`config.mk`:
```
export PLATFORM = sky130hd
export DESIGN_NAME = add_arbiter
export DESIGN_NICKNAME = d
export VERILOG_FILES = /design/src/rtl/nn_ops_pkg.sv /design/src/rtl/add.sv /design/src/rtl/add_arbiter.sv
export SDC_FILE = /design/constraint.sdc
export NUM_CORES = 1
export LEC_CHECK = 0
export CORE_AREA = 2 2 246 248
export DETAILED_ROUTE_END_ITERATION = 16
export DIE_AREA = 0 0 248 250
export GPL_ROUTABILITY_DRIVEN = 0
export PLACE_DENSITY = 0.52
export SLEW_MARGIN = 30
export SYNTH_ARGS = -nofsm -noshare
export SYNTH_HDL_FRONTEND = slang
export SYNTH_SLANG_ARGS = --single-unit
```
`constraint.sdc`:
```
create_clock -name clk -period 8.78 [get_ports clk]
set_input_delay 1.756 -clock clk [delete_from_list [all_inputs] [get_ports clk]]
set_output_delay 1.756 -clock clk [all_outputs]
set_load 0.005 [all_outputs]
```
`src/rtl/nn_ops_pkg.sv`:
```
// Shared types and helpers for the non-linear-ops datapath.
// Holds the add/sub opcode, buffer states, overflow detect and saturation values.
package nn_ops_pkg;

    typedef enum logic {
        ADD = 1'b0,
        SUB = 1'b1
    } addsub_e;

    typedef enum logic {
        BUF_EMPTY = 1'b0,
        BUF_FULL  = 1'b1
    } buf_state_e;

    // Widest datapath the saturation helpers can describe.
    localparam int MAX_W = 128;

    // Signed overflow from the sign bits of a, b and the wrapped result r.
    function automatic logic ovf_addsub(
        input logic    a,
        input logic    b,
        input logic    r,
        input addsub_e op
    );
        if (op == ADD) begin
            return (a == b) && (r != a);
        end
        return (a != b) && (r != a);
    endfunction

    // Signed maximum of a w-bit value, zero-extended to MAX_W.
    function automatic logic [MAX_W-1:0] sat_max(input int w);
        logic [MAX_W-1:0] v;
        v = '0;
        for (int i = 0; i < MAX_W; i++) begin
            if (i < w - 1) begin
                v[i] = 1'b1;
            end
        end
        return v;
    endfunction

    // Signed minimum of a w-bit value, zero-extended to MAX_W.
    function automatic logic [MAX_W-1:0] sat_min(input int w);
        logic [MAX_W-1:0] v;
        v = '0;
        for (int i = 0; i < MAX_W; i++) begin
            if (i == w - 1) begin
                v[i] = 1'b1;
            end
        end
        return v;
    endfunction

endpackage

```
`src/rtl/add.sv`:
```
// Shared two's-complement add/subtract unit.
// Produces the wrapped result and a signed-overflow flag.
module add
    import nn_ops_pkg::*;
#(
    parameter int WIDTH = 64
) (
    input  logic [WIDTH-1:0] i_a,
    input  logic [WIDTH-1:0] i_b,
    input  addsub_e          i_op,
    output logic [WIDTH-1:0] o_sum,
    output logic             o_ovf
);

    // Wrapped add or subtract, then flag overflow from the sign bits.
    always_comb begin
        o_sum = (i_op == SUB) ? (i_a - i_b) : (i_a + i_b);
        o_ovf = ovf_addsub(i_a[WIDTH-1], i_b[WIDTH-1], o_sum[WIDTH-1], i_op);
    end

endmodule

```
`src/rtl/add_arbiter.sv`:
```
// Round-robin arbiter sharing one add unit between N_REQ requesters.
// Optional macro ADD_ARB_SAT_EN clamps overflowed results to signed max/min.
module add_arbiter
    import nn_ops_pkg::*;
#(
    parameter int WIDTH = 64,
    parameter int N_REQ = 4,
    parameter int ID_W  = $clog2(N_REQ)
) (
    input  logic                        clk,
    input  logic                        rst,
    input  logic [N_REQ-1:0]            req_valid,
    output logic [N_REQ-1:0]            req_ready,
    input  logic [N_REQ-1:0]            req_op,
    input  logic [N_REQ-1:0][WIDTH-1:0] req_a,
    input  logic [N_REQ-1:0][WIDTH-1:0] req_b,
    output logic                        rsp_valid,
    input  logic                        rsp_ready,
    output logic [ID_W-1:0]             rsp_id,
    output logic [WIDTH-1:0]            rsp_data,
    output logic                        rsp_ovf,
    output logic [31:0]                 op_count
);

    buf_state_e       r_state;
    buf_state_e       w_state_nxt;
    logic [ID_W-1:0]  r_rr_ptr;
    logic [N_REQ-1:0] w_grant_oh;
    logic [ID_W-1:0]  w_win;
    logic             w_any;
    logic             w_slot_free;
    logic             w_accept;
    logic [WIDTH-1:0] w_a;
    logic [WIDTH-1:0] w_b;
    addsub_e          w_op;
    logic [WIDTH-1:0] w_sum;
    logic             w_ovf;
    logic [WIDTH-1:0] w_result;

    assign rsp_valid   = (r_state == BUF_FULL);
    assign w_slot_free = !rsp_valid || rsp_ready;
    assign req_ready   = w_grant_oh & {N_REQ{w_slot_free}};
    assign w_accept    = w_any && w_slot_free;

    // Pick the first valid requester at or after the priority pointer.
    always_comb begin : rr_pick
        int              j;
        logic [ID_W-1:0] idx;
        w_grant_oh = '0;
        w_win      = '0;
        w_any      = 1'b0;
        j          = 0;
        idx        = '0;
        for (int k = 0; k < N_REQ; k++) begin
            j = int'(r_rr_ptr) + k;
            if (j >= N_REQ) begin
                j = j - N_REQ;
            end
            idx = ID_W'(j);
            if (!w_any && req_valid[idx]) begin
                w_any           = 1'b1;
                w_win           = idx;
                w_grant_oh[idx] = 1'b1;
            end
        end
    end

    // One-hot mux of the winner's operands into the shared adder.
    always_comb begin
        w_a  = '0;
        w_b  = '0;
        w_op = ADD;
        for (int i = 0; i < N_REQ; i++) begin
            if (w_grant_oh[i]) begin
                w_a  = w_a | req_a[i];
                w_b  = w_b | req_b[i];
                w_op = addsub_e'(req_op[i]);
            end
        end
    end

    add #(
        .WIDTH (WIDTH)
    ) u_add (
        .i_a   (w_a),
        .i_b   (w_b),
        .i_op  (w_op),
        .o_sum (w_sum),
        .o_ovf (w_ovf)
    );

`ifdef ADD_ARB_SAT_EN
    localparam logic [MAX_W-1:0] L_MAX_FULL = sat_max(WIDTH);
    localparam logic [MAX_W-1:0] L_MIN_FULL = sat_min(WIDTH);
    localparam logic [WIDTH-1:0] L_SAT_MAX  = L_MAX_FULL[WIDTH-1:0];
    localparam logic [WIDTH-1:0] L_SAT_MIN  = L_MIN_FULL[WIDTH-1:0];

    // Clamp on overflow; a wrapped negative sign means the true result was positive.
    always_comb begin
        w_result = w_sum;
        if (w_ovf) begin
            w_result = w_sum[WIDTH-1] ? L_SAT_MAX : L_SAT_MIN;
        end
    end
`else
    // Pass the wrapped two's-complement result straight through.
    always_comb begin
        w_result = w_sum;
    end
`endif

    // Output buffer state register.
    always_ff @(posedge clk or posedge rst) begin
        if (rst) begin
            r_state <= BUF_EMPTY;
        end else begin
            r_state <= w_state_nxt;
        end
    end

    // Buffer fills on accept and empties on a drain without a new accept.
    always_comb begin
        w_state_nxt = r_state;
        unique case (r_state)
            BUF_EMPTY: begin
                if (w_accept) begin
                    w_state_nxt = BUF_FULL;
                end
            end
            BUF_FULL: begin
                if (w_accept) begin
                    w_state_nxt = BUF_FULL;
                end else if (rsp_ready) begin
                    w_state_nxt = BUF_EMPTY;
                end
            end
            default: w_state_nxt = BUF_EMPTY;
        endcase
    end

    // Capture the result, advance the pointer and count on every accept.
    always_ff @(posedge clk or posedge rst) begin
        if (rst) begin
            rsp_data <= '0;
            rsp_id   <= '0;
            rsp_ovf  <= 1'b0;
            r_rr_ptr <= '0;
            op_count <= '0;
        end else if (w_accept) begin
            rsp_data <= w_result;
            rsp_id   <= w_win;
            rsp_ovf  <= w_ovf;
            r_rr_ptr <= (w_win == ID_W'(N_REQ - 1)) ? '0 : w_win + 1'b1;
            op_count <= op_count + 32'd1;
        end
    end

endmodule

```
### After elaboration in Yosys (flattened, before gate mapping)

Index checks and enable logic that the tools add are counted.

* $mul: 0
* equal/unequal tests: 4
* add/sub/neg operators: 11
* mux-type cells: 51
* div/mod/pow operators: 0
* bitwise logic cells: 11
* $lt $le $gt $ge: 12
* shift operators: 0
* reductions and logical operators: 15

Operators with widths (count)
* 64-bit two-way mux: 9
* 64-bit OR: 6
* 64-bit adder: 1
* 64-bit subtractor: 1
* 32-bit by 1-bit adder with 32-bit output (second input constant): 1
* 1-bit two-way mux: 20
* 2-bit two-way mux: 9
* 4-bit two-way mux: 4
* 2-bit by 3-bit < comparator with 1-bit output (second input constant): 4
* 4-bit OR: 3
* 1-bit logical AND: 10
* 3-bit greater-or-equal comparator (second input constant): 3
* 1-bit binary-select mux with 2-bit select: 4
* 1-bit demux with 2-bit select: 4
* 2-bit by 1-bit greater-or-equal comparator with 1-bit output (second input constant): 4
* 2-bit by 1-bit subtractor with 2-bit output (second input constant): 4
* 2-bit by 2-bit adder with 3-bit output (second input constant): 2
* 4-bit bitwise AND: 1
* 1-bit zero test: 4
* 2-bit by 1-bit adder with 3-bit output (second input constant): 1
* 2-bit by 3-bit greater-or-equal comparator with 1-bit output (second input constant): 1
* 2-bit by 1-bit adder with 2-bit output (second input constant): 1
* 2-bit == test (second input constant): 1
* 1-bit != test: 2
* 4 further kinds: 4

* output and inout bits: 104
* word-level logic and storage cells: 110
* input bits: 523
* bits in read-only memories: 0
* register bits: 102
* memory bits (writable): 0
* bits in latches: 0
* memories kept: 0

### Depth between registers and ports, before layout

* depth in word-level cells: 26
* depth in mapped cells: 34
* mapped depth without buffers: 28

### Modules after synthesis

A second synthesis with hierarchy kept.

* cells, all modules: 1599
* area total of the unflattened synthesis: 13166.4 sq um

Modules (own cells, without submodules)
* add_arbiter: cells an instance 795, instances 1, sequential area each 2552.4 sq um, area an instance 7806.2 sq um
* add: cells an instance 804, instances 1, sequential area each 0.0 sq um, area an instance 5360.1 sq um

### Least setup slack after synthesis

OpenSTA, ideal clock, no wires.

* path kind: in2reg
* start point: input req_valid[0]
* end point: register rsp_ovf
* slack: 0.962 ns
* buffers on the path: 4
* data required time: 8.685 ns
* data arrival time: 7.723 ns
* stages: 24
* library setup time: 0.095 ns
* cells stage by stage: clkbuf_1 > and3b_1 > a21oi_1 > o311ai_1 > clkbuf_1 > a311o_1 > clkbuf_1 > a211oi_1 > o31ai_1 > clkbuf_1 > nor2_1 > xnor2_1 > ha_1 > a2111o_1 > o2111ai_1 > o211ai_1 > o311a_1 > o21ai_0 > a32oi_1 > a221o_1 > a21oi_1 > xnor2_2 > xor2_1 > o31ai_1

* cells in the longest elaborated chain, start to end: 24
* elaborated cells on any way between the ends: 53
* those cells by class: 2 x add/sub; 3 x eq/ne; 30 x mux; 9 x bitwise; 9 x reduce/logical

Ends and longest elaborated chain
* from (decl): RTL line add_arbiter.sv:12 `input logic [N_REQ-1:0] req_valid,`
* 1-bit binary-select mux with 2-bit select: RTL line add_arbiter.sv:60 `if (!w_any && req_valid[idx]) begin`
* 1-bit two-way mux (not written as such): RTL line add_arbiter.sv:60
* 1-bit two-way mux: RTL line add_arbiter.sv:60
* 1-bit zero test: RTL line add_arbiter.sv:60
* 1-bit logical AND: RTL line add_arbiter.sv:60
* 1-bit two-way mux: RTL line add_arbiter.sv:60
* 1-bit zero test: RTL line add_arbiter.sv:60
* 1-bit logical AND: RTL line add_arbiter.sv:60
* [... 8 more ...]
* 64-bit two-way mux: RTL line add_arbiter.sv:74 `if (w_grant_oh[i]) begin`
* 64-bit OR, on equally long branches: RTL line add_arbiter.sv:75, add_arbiter.sv:76
* 64-bit two-way mux: RTL line add_arbiter.sv:74
* 64-bit adder or 64-bit subtractor (tied branches): RTL line add.sv:17 `o_sum = (i_op == SUB) ? (i_a - i_b) : (i_a + i_b);`
* 64-bit two-way mux: RTL line add.sv:17
* 1-bit != test: RTL line nn_ops_pkg.sv:26, nn_ops_pkg.sv:28
* 1-bit logical AND, on equally long branches: RTL line nn_ops_pkg.sv:26, nn_ops_pkg.sv:28
* 1-bit two-way mux: RTL line nn_ops_pkg.sv:28 `return (a != b) && (r != a);`
* to (signal assigned): RTL line add_arbiter.sv:152 `rsp_ovf <= w_ovf;`
* to (decl): RTL line add_arbiter.sv:21 `output logic rsp_ovf,`

Several ways; a longest one is shown, not always the timed one. The select of a mux whose other input is x is not followed.
A chain may end at the register's enable or synchronous reset.

### Worst setup path in the final report

* start point: input req_valid[2]
* end point: register rsp_data[63]

* cells in the longest elaborated chain, start to end: 21
* elaborated cells on any way between the ends: 47
* those cells by class: 2 x add/sub; 29 x mux; 9 x bitwise; 7 x reduce/logical

Ends and longest elaborated chain
* 1-bit binary-select mux with 2-bit select: RTL line add_arbiter.sv:60
* 1-bit two-way mux (not written as such): RTL line add_arbiter.sv:60
* 1-bit two-way mux: RTL line add_arbiter.sv:60
* 1-bit zero test: RTL line add_arbiter.sv:60
* 1-bit logical AND: RTL line add_arbiter.sv:60
* 1-bit two-way mux: RTL line add_arbiter.sv:60
* 1-bit zero test: RTL line add_arbiter.sv:60
* 1-bit logical AND: RTL line add_arbiter.sv:60
* [... 5 more ...]
* 64-bit OR, on equally long branches: RTL line add_arbiter.sv:75, add_arbiter.sv:76
* 64-bit two-way mux: RTL line add_arbiter.sv:74
* 64-bit OR, on equally long branches: RTL line add_arbiter.sv:75, add_arbiter.sv:76
* 64-bit two-way mux: RTL line add_arbiter.sv:74
* 64-bit OR, on equally long branches: RTL line add_arbiter.sv:75, add_arbiter.sv:76
* 64-bit two-way mux: RTL line add_arbiter.sv:74
* 64-bit adder or 64-bit subtractor (tied branches): RTL line add.sv:17
* 64-bit two-way mux: RTL line add.sv:17
* to (signal assigned): RTL line add_arbiter.sv:150 `rsp_data <= w_result;`
* to (decl): RTL line add_arbiter.sv:20 `output logic [WIDTH-1:0] rsp_data,`

Several ways; a longest one is shown, not always the timed one. The select of a mux whose other input is x is not followed.

==> results.sh <==
export IMPL_htreeDepth=3
export IMPL_tightestPinTransition_ns=0.9042
export IMPL_setup_viol=0
export IMPL_cts_hold_buf=0
export IMPL_cts_tree="done"
export IMPL_min_period_ns=8.375
export IMPL_syn_num_nets=2634
export IMPL_hp_start="rsp_data[25]"
export IMPL_top_layer_used="met5"
export IMPL_clk_pin_slew_ns=0.07
export IMPL_status="completed"
export IMPL_skew_ns=0.01001
export IMPL_overflow=0
export IMPL_path_delay_family="compound AO/OA/AOI/OAI gates"
export IMPL_report_final_slew_viol_count=0
export IMPL_r2r_slack_ns=0.81
export IMPL_root_buffer="clkbuf_16"
export IMPL_synth_top_area_share_pct=21.70
export IMPL_crit_top_cell="a21oi_1"
export IMPL_slowest_delay_ns=0.54
export IMPL_grt_max_degree=98
export IMPL_rsz0062_at_grt="false"
export IMPL_route_detailed_drc=0
export IMPL_synth_simple_area_share_pct=20.71
export IMPL_synthXorXnorAreaFrac_pct=9.261
export IMPL_synth_area_mux_share_pct=0.9677
export IMPL_post_route_period_util_pct=95.39
export IMPL_synth_area_leader_cell="a22oi_1"
export IMPL_drtIter0Drc=1974
export IMPL_core_area_um2=59570
export IMPL_wl_met3_um=7164
export IMPL_cp_max_fo=35
export IMPL_required_ns=9.01
export IMPL_start_kind="input port"
export IMPL_fmax_mhz=119.4
export IMPL_max_slew_margin_rel_pct=39.72
export IMPL_io_buffers=626
export IMPL_synth_edf_count=0
export IMPL_synth_compound_gate_area_share_pct=39.87
export IMPL_critPathBufInv=4
export IMPL_grt_pass1_wl_um=119300
export IMPL_die_area_um2=62000
export IMPL_synth_seq_area_share_pct=17.32
export IMPL_hp_class="register to register"
export IMPL_firstDrtPassIters=8
export IMPL_die_w_um=248
export IMPL_synth_top_family_by_area="compound AO/OA/AOI/OAI gates"
export IMPL_end_kind="register"
export IMPL_yosysWarnings=0
export IMPL_synthToLayoutAreaGrowth_pct=51.18
export IMPL_drt_antenna_violating_nets=0
export IMPL_cts_num_sinks=102
export IMPL_netlist_area_um2=14740
export IMPL_fin_tns_setup_ns=0
export IMPL_synth_seq_cells=102
export IMPL_cp_startpoint="req_valid[2]"
export IMPL_grt_antenna_before_repair=8
export IMPL_grt_use_total_pct=25.40
export IMPL_slowest_stage="mux4_2"
export IMPL_avgSynthCellArea_um2=7.232
export IMPL_synthCells=2038
export IMPL_synth_distinct_cells=82
export IMPL_path_class="input port to register"
export IMPL_cap_violations=0
export IMPL_initial_core_util_pct=24.74
export IMPL_clk_latency_ns=0.37
export IMPL_yosys_top_cells_area="a22oi_1 (22%), dfrtp_1 (17%), nand2_1 (9.0%)"
export IMPL_wl_met1_um=34700
export IMPL_ys_flop_type="dfrtp_1"
export IMPL_async_reset_ff_share_pct=100.0
export IMPL_via_per_inst=5.682
export IMPL_fillers=6087
export IMPL_row_count=90
export IMPL_hold_violations=0
export IMPL_die_y_um=250
export IMPL_met2_length_um=39910
export IMPL_cts_made_buffers=9
export IMPL_synthAdderAreaFrac_pct=6.248
export IMPL_wl_um=83540
export IMPL_crit_arrival_ns=8.60
export IMPL_drive_gt1_share_pct=5.161
export IMPL_vias=19090
export IMPL_grt_pass1_vias=18180
export IMPL_clk_path_buf_depth=2
export IMPL_nNetsFinal=3168
export IMPL_wire_per_inst_um=24.86
export IMPL_dp_hpwl_um=66840
export IMPL_ios=627
-- stage by stage --
stage	setup slack, ns	cell area, µm²	utilization, %	std cells	hold slack, ns
2_1_floorplan	0.9615	14740	-	2038	0.4684
3_3_place_gp	0.03560	21920	36.80	3341	0.4634
3_5_place_dp	0.02141	21920	36.80	3341	0.4724
4_1_cts	0.3911	22220	37.31	3357	0.4892
5_1_grt	0.01035	22280	37.40	3359	0.5045
6_report	0.4048	22280	37.41	3360	0.4836
-- worst paths after layout --
kind | to | cells after the start
setup / recovery | rsp_data[63] | 28
hold / removal | rsp_data[25] | 2
setup reg to reg | rsp_data[63] | 28
hold reg to reg | rsp_data[25] | 2
max in group asynchronous | rsp_data[21] | 3
min in group asynchronous | rsp_data[49] | 2
-- cells by family after synthesis --
logic type	Yosys count
simple gates	644
xor+xnor	155
buf+inv	194
compound gates	859
fa+ha+maj	73
flops	102
mux	11
-- routing by layer --
metal / vias up / global-route usage, %
li1: 8861 / -
met1: 9100 / 33.04
met2: 1014 / 43.14
met3: 102 / 4.796
met4: 14 / 5.663
met5: - / 0
-- cell usage in the layout, fill, tap and decap left out, types with 9 or more instances in the layout --
cell type / n
a22oi_1: 426
xor2_1: 71
o21a_1: 11
nand4_1: 67
dfrtp_1: 102
and3_1: 14
nand2_1: 353
a21o_1: 37
or2_2: 10
clkbuf_16: 9
nor2_1: 56
ha_1: 66
nor2b_1: 21
o21bai_1: 9
nand2b_1: 16
o21ai_0: 114
nor3_1: 13
buf_4: 52
a21oi_1: 129
xnor2_1: 83
a31oi_1: 48
nand3_1: 38
clkdlybuf4s50_1: 626
inv_1: 29
-- registers in the layout, indices dropped and copies added (netlist names), named ones only --
register and cells:
rsp_valid 1, op_count 32, rsp_ovf 1, r_rr_ptr 1, rsp_data 64, rsp_id 2
-- cells in the mapped netlist (all sizes together) (57+ instances only) --
master    n
o21ai   119
a21oi   130
buf      63
nand4    68
xor2     71
a22oi   426
nor2     57
dfrtp   102
clkbuf  101
ha       72
xnor2    84
nand2   353
-- timing repair --
item,in CTS,in global routing
gates resized for setup,0,7
buffers inserted,0,1
setup endpoints to repair,0,9
-- area by class of cell --
cell class | count | area, µm² | area share, %
repair buffers | 687 | 6828 | 30.64
clock buffers | 11 | 242.7 | 1.089
well taps | 782 | 978.4 | 4.391
flip-flops and latches | 102 | 2552 | 11.45
multi-input cells | 1742 | 11510 | 51.64
inverters | 30 | 115.1 | 0.5166
diodes | 1 | 2.502 | 0.01123
clock inverters | 5 | 57.56 | 0.2583
-- tightest hold or removal path, cell delays in order (launching register included) --
cell     delay (ns)
dfrtp_1        0.35
nand2_1        0.05
nand2_1        0.05
Power is not shown: default switching activity piles up to over one toggle a cycle in this logic, so the estimate is an artifact.
